===== config.mk =====
export PLATFORM = sky130hd
export DESIGN_NAME = marmot_uart_rx
export DESIGN_NICKNAME = d
export VERILOG_FILES = /design/src/rtl/marmot_uart_pkg.sv /design/src/rtl/marmot_uart_rx_fifo.sv /design/src/rtl/marmot_uart_rx.sv
export SDC_FILE = /design/constraint.sdc
export NUM_CORES = 1
export LEC_CHECK = 0
export BUFFER_PORTS_ARGS = -buffer_cell sky130_fd_sc_hd__clkbuf_2
export CAP_MARGIN = 30
export CORE_MARGIN = 3
export CORE_UTILIZATION = 45
export DETAILED_ROUTE_END_ITERATION = 10
export RECOVER_POWER = 25
export SYNTH_ARGS = -nofsm -noshare
export SYNTH_HDL_FRONTEND = slang
export SYNTH_SLANG_ARGS = --single-unit

===== constraint.sdc =====
create_clock -name clock -period 6.4 [get_ports clock]
set_input_delay 0.32 -clock clock [delete_from_list [all_inputs] [get_ports clock]]
set_output_delay 0.32 -clock clock [all_outputs]
set_load 0.05 [all_outputs]

===== src/rtl/marmot_uart_pkg.sv =====
// Shared definitions for the Marmot UART receive and transmit paths.
package marmot_uart_pkg;

    // Receiver frame-tracking states.
    typedef enum logic [2:0] {
        IDLE,
        START,
        DATA,
        STOP,
        WAIT_IDLE
    } rx_state_t;

    localparam int DATA_BITS = 8;

    // 25 MHz system clock at 115200 baud gives 217 clocks per bit.
    localparam int CLK_HZ               = 25_000_000;
    localparam int BAUD_RATE            = 115_200;
    localparam int DEFAULT_CLKS_PER_BIT = CLK_HZ / BAUD_RATE;

    // Fast bit period used for short simulations and high-speed links.
    localparam int UART_HIGH_SPEED = 16;

endpackage


===== src/rtl/marmot_uart_rx_fifo.sv =====
// Small circular byte FIFO with an explicit occupancy count.
// A push into a full FIFO is accepted only when a pop frees a slot in the same cycle.
// Otherwise the byte is dropped and reported on the dropped pulse.
module marmot_uart_rx_fifo #(
    parameter int DEPTH = 8,
    parameter int WIDTH = 8,
    localparam int PW   = $clog2(DEPTH),
    localparam int CW   = $clog2(DEPTH + 1)
) (
    input  logic             clock,
    input  logic             resetb,
    input  logic             push,
    input  logic [WIDTH-1:0] push_data,
    input  logic             pop,
    output logic [WIDTH-1:0] rd_data,
    output logic [CW-1:0]    count,
    output logic             empty,
    output logic             dropped
);

    logic [WIDTH-1:0] mem [DEPTH];
    logic [PW-1:0]    wr_ptr_reg;
    logic [PW-1:0]    rd_ptr_reg;
    logic [CW-1:0]    count_reg;
    logic             full;
    logic             pop_ok;
    logic             push_ok;

    assign full    = (count_reg == CW'(DEPTH));
    assign empty   = (count_reg == '0);
    assign pop_ok  = pop && !empty;
    // A simultaneous pop frees the slot that the push then takes.
    assign push_ok = push && (!full || pop_ok);
    assign dropped = push && full && !pop_ok;
    assign rd_data = mem[rd_ptr_reg];
    assign count   = count_reg;

    // Storage. It is cleared on reset so that the head byte reads 8'h00 out of reset.
    always_ff @(posedge clock or negedge resetb) begin
        if (!resetb) begin
            for (int i = 0; i < DEPTH; i++) begin
                mem[i] <= '0;
            end
        end else if (push_ok) begin
            mem[wr_ptr_reg] <= push_data;
        end
    end

    // Pointers wrap naturally because DEPTH is a power of two; count tracks occupancy.
    always_ff @(posedge clock or negedge resetb) begin
        if (!resetb) begin
            wr_ptr_reg <= '0;
            rd_ptr_reg <= '0;
            count_reg  <= '0;
        end else begin
            if (push_ok) begin
                wr_ptr_reg <= wr_ptr_reg + PW'(1);
            end
            if (pop_ok) begin
                rd_ptr_reg <= rd_ptr_reg + PW'(1);
            end
            case ({push_ok, pop_ok})
                2'b10:   count_reg <= count_reg + CW'(1);
                2'b01:   count_reg <= count_reg - CW'(1);
                default: count_reg <= count_reg;
            endcase
        end
    end

endmodule


===== src/rtl/marmot_uart_rx.sv =====
// 8N1 UART receiver with a byte FIFO, framing-error pulse and sticky overflow flag.
// Bits are sampled once at the nominal bit centre, which is half a bit after the start edge.
module marmot_uart_rx
    import marmot_uart_pkg::*;
#(
    parameter int CLKS_PER_BIT = DEFAULT_CLKS_PER_BIT,
    parameter int FIFO_DEPTH   = 8,
    localparam int CNT_W       = $clog2(FIFO_DEPTH + 1)
) (
    input  logic                 clock,
    input  logic                 resetb,
    input  logic                 rxd,
    output logic [DATA_BITS-1:0] rx_data,
    output logic                 rx_valid,
    input  logic                 rx_ready,
    output logic [CNT_W-1:0]     rx_count,
    output logic                 frame_err,
    output logic                 overflow,
    input  logic                 overflow_clr,
    output logic                 busy
);

    localparam int BAUD_W = $clog2(CLKS_PER_BIT);
    localparam int BIT_W  = $clog2(DATA_BITS);
    localparam logic [BAUD_W-1:0] HALF_LOAD = BAUD_W'(CLKS_PER_BIT / 2 - 1);
    localparam logic [BAUD_W-1:0] FULL_LOAD = BAUD_W'(CLKS_PER_BIT - 1);

    logic                 sync1_reg;
    logic                 rxs;
    logic                 rxs_prev_reg;
    rx_state_t            state_reg;
    logic [BAUD_W-1:0]    baud_cnt_reg;
    logic [BIT_W-1:0]     bit_cnt_reg;
    logic [DATA_BITS-1:0] shift_reg;
    logic                 sample;
    logic                 push;
    logic                 fifo_empty;
    logic                 drop;

    // Two-flop synchronizer plus one history flop for start-edge detection.
    // All three flops reset to the idle line level.
    always_ff @(posedge clock or negedge resetb) begin
        if (!resetb) begin
            sync1_reg    <= 1'b1;
            rxs          <= 1'b1;
            rxs_prev_reg <= 1'b1;
        end else begin
            sync1_reg    <= rxd;
            rxs          <= sync1_reg;
            rxs_prev_reg <= rxs;
        end
    end

    assign sample = (baud_cnt_reg == '0);
    // A good stop bit commits the assembled byte in the stop-sample cycle.
    assign push   = (state_reg == STOP) && sample && rxs;

    // Frame FSM with the baud counter, bit counter, shifter and registered status outputs.
    always_ff @(posedge clock or negedge resetb) begin
        if (!resetb) begin
            state_reg    <= IDLE;
            baud_cnt_reg <= '0;
            bit_cnt_reg  <= '0;
            shift_reg    <= '0;
            frame_err    <= 1'b0;
            busy         <= 1'b0;
        end else begin
            frame_err <= 1'b0;
            case (state_reg)
                IDLE: begin
                    if (rxs_prev_reg && !rxs) begin
                        state_reg    <= START;
                        baud_cnt_reg <= HALF_LOAD;
                        bit_cnt_reg  <= '0;
                        busy         <= 1'b1;
                    end
                end
                START: begin
                    if (!sample) begin
                        baud_cnt_reg <= baud_cnt_reg - BAUD_W'(1);
                    end else if (rxs) begin
                        // The line is high again at mid-start, so this was a glitch.
                        state_reg <= IDLE;
                        busy      <= 1'b0;
                    end else begin
                        state_reg    <= DATA;
                        baud_cnt_reg <= FULL_LOAD;
                    end
                end
                DATA: begin
                    if (!sample) begin
                        baud_cnt_reg <= baud_cnt_reg - BAUD_W'(1);
                    end else begin
                        shift_reg    <= {rxs, shift_reg[DATA_BITS-1:1]};
                        baud_cnt_reg <= FULL_LOAD;
                        if (bit_cnt_reg == BIT_W'(DATA_BITS - 1)) begin
                            state_reg <= STOP;
                        end else begin
                            bit_cnt_reg <= bit_cnt_reg + BIT_W'(1);
                        end
                    end
                end
                STOP: begin
                    if (!sample) begin
                        baud_cnt_reg <= baud_cnt_reg - BAUD_W'(1);
                    end else if (rxs) begin
                        state_reg <= IDLE;
                        busy      <= 1'b0;
                    end else begin
                        frame_err <= 1'b1;
                        state_reg <= WAIT_IDLE;
                    end
                end
                WAIT_IDLE: begin
                    // Hold off through a break so a long low level cannot start a new frame.
                    if (rxs) begin
                        state_reg <= IDLE;
                        busy      <= 1'b0;
                    end
                end
                default: begin
                    state_reg <= IDLE;
                    busy      <= 1'b0;
                end
            endcase
        end
    end

    // Sticky overflow. A new drop takes priority over a clear in the same cycle.
    always_ff @(posedge clock or negedge resetb) begin
        if (!resetb) begin
            overflow <= 1'b0;
        end else if (drop) begin
            overflow <= 1'b1;
        end else if (overflow_clr) begin
            overflow <= 1'b0;
        end
    end

    marmot_uart_rx_fifo #(
        .DEPTH (FIFO_DEPTH),
        .WIDTH (DATA_BITS)
    ) u_fifo (
        .clock     (clock),
        .resetb    (resetb),
        .push      (push),
        .push_data (shift_reg),
        .pop       (rx_ready),
        .rd_data   (rx_data),
        .count     (rx_count),
        .empty     (fifo_empty),
        .dropped   (drop)
    );

    assign rx_valid = !fifo_empty;

endmodule

==> impl_summary.md <==
Clocking
After clock tree synthesis, the clock-pin slew on the worst setup and hold paths is roughly 70 ps. The later pin in the worst-skew pair is clocked with a latency of 340 ps. In this run the clock root is driven by a sky130_fd_sc_hd__clkbuf_16. The TritonCTS clock tree is built. For this design, the sink count on the clock tree is about 100. The count of H-tree levels built during CTS is 3. Clock tree synthesis inserted a total of 9 buffers.

The number of buffers between clock root and the deepest sink is 2. The buffer count from post-CTS setup fixing is 0.

Timing
The fmax is 0.289 GHz. The post-route clock period utilization is 0.540. The total count of max-transition violations in the final report is ~110. For the pin with the worst max-slew slack, the measured transition is between 1500 and 2000 ps. Setup violations remaining at the end of the flow were counted as 0. For the finished layout, the period the worst path requires is around 3500 ps. The final number of hold-violating endpoints was 0.

The setup TNS after final layout is 0 ps. Clock skew on the completed layout was measured at a little under 8 ps. The headroom to the max-slew limit is -0.164. The worst hold-check slack is between 50 and 60 ps. Setup repair after global routing left no endpoint under its margin.

Global routing
Entering global routing, the biggest net connects between 70 and 80 pins. The number of global-route vias before repair is approximately 3000. The global-route usage over all layers is 0.167. Summed over all layers, the global routing overflow is 0. The initial antenna violation count is 0. The first global-routing pass estimated 16.5 mm of wire.

Critical path
In this design, the stage delay of the slowest critical-path cell is 1440 ps. The total buffers and inverters traversed by the critical path is 3. Data arrives at the worst endpoint at ~3600 ps.

The type of the worst setup path is primary input to asynchronous set/reset pin. The largest delay contributor family on the critical path is buffers and inverters. Data on the critical path is required at its endpoint by about 6500 ps. STA classifies the critical path endpoint as an asynchronous set/reset pin. Along the worst path, the maximum fanout reaches roughly 70. The library cell contributing the largest single delay on the critical path is sky130_fd_sc_hd__clkbuf_2. The signal on the critical path passes through dlygate4sd3_1 > clkbuf_1 > clkbuf_2. STA classifies the critical path startpoint as a primary input. The worst register-to-register path has a setup slack of ~3400 ps.

Final layout
The layout overhead on the synthesized area is 9.34%. The repair_antennas step left the layout with diodes totalling 0. In the layout the commonest cells are sky130_fd_sc_hd__dfrtp_1, sky130_fd_sc_hd__mux2_2, sky130_fd_sc_hd__mux2_4. The number of nets in the layout is ~400.

In the final layout, the share of cells above drive strength 1 is 0.383. The area of all placed cells without fillers is between 5000 and 6000 um2. The number of flip-flops under the largest register name is between 60 and 70. The library cell used most frequently in the layout, excluding fill and tap cells, is sky130_fd_sc_hd__dfrtp_1.

Die
For this configuration, the core starts out at a cell density of 0.465. The die is about 110 um tall. The core region is around 11000 um2. The floorplan die area is roughly 13000 um2.

The number of placed I/O pins is 21. The chip width is ~110 um. In this run the core area contains 38 standard-cell rows.

Power
The fraction of power spent switching nets is 0.323. The analysis attributes to cell leakage a power of roughly 2.6 nW. Cell internal power was estimated by the tool at 1.19 mW. The part of the power in combinational logic is 0.214. For this design the ratio of total power to cell area is between 300 and 400 nW/um2. Summing internal, switching and leakage power gives between 1.5 and 2 mW. The share of total power dissipated in the clock network is 0.324.

The net switching power is around 570 uW. The worst-case IR drop observed on VDD is 0.210 mV. The portion of total power attributed to sequential cells is 0.462.

Route
The post-route antenna net violation count is 0. The detailed router placed 2911 vias in this run. The count of routing violations after the opening detailed-route iteration is 160.

In the routed design, unresolved DRC markers number 0. The wire length per cell after detailed routing is approximately 19 um. Dividing the detail-routed via count by the number of cells gives around 5.6. Summed over all layers, the routed wires come to between 9 and 10 mm.

The first detailed-routing pass ran for 4 iterations.

Yosys
The share of synthesized area in the top cell type comes to 0.485. A synthesized cell averages ~14 um2. In the synthesized netlist, the number of instances is 371. In this run, synthesis inferred 0 flip-flops with an integrated enable. In this run, synthesis produced a sequential element count of just over 100. Sorting the synthesized cells by area gives the leading types as sky130_fd_sc_hd__dfrtp_1, sky130_fd_sc_hd__mux2_2, sky130_fd_sc_hd__mux2_4. The top flip-flop cell by instance count after synthesis is sky130_fd_sc_hd__dfrtp_1. The proportion of synthesized chip area in sequential cells is 0.501. The number of nets in the synthesized netlist is 385. The count of warnings emitted by yosys is 0. Summed over all instances, the cell type with the most area after synthesis is sky130_fd_sc_hd__dfrtp_1.

The number of distinct standard cells referenced by the synthesized netlist is 50. The cell area after synthesis is 5100 um2. Of all flip-flops after synthesis, the portion carrying an async set or reset was 1.00.

Placed design
In this run the cell area measured after placement is 5270 um2. In this run the tool buffered the top-level ports with 20 buffer cells. At the end of routability-driven placement, the weighted congestion stood at between 0.8 and 0.9. Once detailed placement completed, the half-perimeter wirelength came to about 6.1 mm.

Job
The max-capacitance violation count is 2.

Status
The final reports fail on capacitance limit, slew limit. The flow ran to the end, but the final reports show violations.

Hold path
The class of the tightest hold or removal check is primary input to register.
-- synthesized netlist by cell type, types with 2 or more instances --
cell and instances:
sky130_fd_sc_hd__nand3_1 4, sky130_fd_sc_hd__nand2_1 20, sky130_fd_sc_hd__dfrtp_1 99, sky130_fd_sc_hd__nand2_4 2, sky130_fd_sc_hd__or4b_1 2, sky130_fd_sc_hd__nor3_4 2
sky130_fd_sc_hd__o22a_1 3, sky130_fd_sc_hd__xor2_1 5, sky130_fd_sc_hd__a31oi_1 3, sky130_fd_sc_hd__mux2_4 32, sky130_fd_sc_hd__inv_1 5, sky130_fd_sc_hd__nor4_1 2
sky130_fd_sc_hd__or4_1 5, sky130_fd_sc_hd__a211oi_1 4, sky130_fd_sc_hd__clkbuf_1 7, sky130_fd_sc_hd__nand3b_1 5, sky130_fd_sc_hd__buf_1 11, sky130_fd_sc_hd__buf_6 2
sky130_fd_sc_hd__dfstp_2 3, sky130_fd_sc_hd__a21oi_1 14, sky130_fd_sc_hd__nor2_1 14, sky130_fd_sc_hd__o21ai_0 9, sky130_fd_sc_hd__nor3_2 3, sky130_fd_sc_hd__buf_2 2
sky130_fd_sc_hd__xnor2_1 4, sky130_fd_sc_hd__ha_1 9, sky130_fd_sc_hd__buf_4 5, sky130_fd_sc_hd__nor3_1 5, sky130_fd_sc_hd__or2_2 2, sky130_fd_sc_hd__mux2_2 51
sky130_fd_sc_hd__nand2b_1 3, sky130_fd_sc_hd__mux4_2 16
-- worst reg2reg max path: stages (launching register included) --
cell and delay [ps]:
sky130_fd_sc_hd__dfrtp_1 400, sky130_fd_sc_hd__inv_1 120, sky130_fd_sc_hd__ha_1 180, sky130_fd_sc_hd__nor4b_4 300
sky130_fd_sc_hd__nand2_4 180, sky130_fd_sc_hd__nor3_1 440, sky130_fd_sc_hd__inv_1 130, sky130_fd_sc_hd__ha_1 280
sky130_fd_sc_hd__xor2_1 160, sky130_fd_sc_hd__ha_1 190, sky130_fd_sc_hd__a21oi_1 150, sky130_fd_sc_hd__xor2_1 160
sky130_fd_sc_hd__nor2_1 70, sky130_fd_sc_hd__xor2_1 140
-- power by group through the flow --
stage,Combinational (mW),Sequential [mW],Clock (mW)
2_1_floorplan,0.314,0.801,0
3_3_place_gp,0.376,0.824,0
3_5_place_dp,0.384,0.829,0
4_1_cts,0.385,0.816,0.587
5_1_grt,0.414,0.827,0.617
6_report,0.377,0.816,0.572
-- cell type report --
type	count	area, um2
clock inverter	4	52.6
clock buffer	12	267
multi-input combinational	237	2390
tap	140	175
fill	946	5400
timing repair buffer	24	120
inverter	5	18.8
sequential	102	2560
-- metrics by stage --
| step | util | std cells | worst slack, ps |
|---|---|---|---|
| floorplan | - | 371 | 3290 |
| global placement | 0.479 | 507 | 3450 |
| detailed placement | 0.479 | 507 | 3370 |
| CTS | 0.509 | 524 | 3360 |
| global route | 0.508 | 524 | 2250 |
| finish | 0.508 | 524 | 2940 |
-- cells by family after synthesis --
| group | share of synthesized area |
|---|---|
| simple gates | 0.102 |
| xor+xnor | 0.0154 |
| compound gates | 0.0498 |
| buf+inv | 0.0306 |
| mux | 0.279 |
| flops | 0.501 |
| fa+ha+maj | 0.0221 |
-- routing by layer --
layer | track usage | up-vias | routed length [um]
li1 | - | 1373 | -
met4 | 0.0505 | 0 | 170
met1 | 0.238 | 1488 | 4760
met3 | 0.0453 | 16 | 291
met2 | 0.251 | 34 | 4620
met5 | 0 | - | 0
-- worst paths after layout --
path / from / to / cells past startpoint
min in group asynchronous: resetb / u_fifo.mem[60] / 2
max reg2reg: baud_cnt_reg[0] / u_fifo.count[2] / 13
max in group clock: baud_cnt_reg[0] / u_fifo.count[2] / 13
min: rxd / sync1_reg / 1
min reg2reg: sync1_reg / rxs / 0
max: resetb / overflow / 3
-- what timing repair did --
action / 4_1_cts / 5_1_grt
hold buffers: 1 / 0
resized for setup: 0 / 0
hold endpoints to repair: 31 / 0
Power figures use the tool's default switching activity.
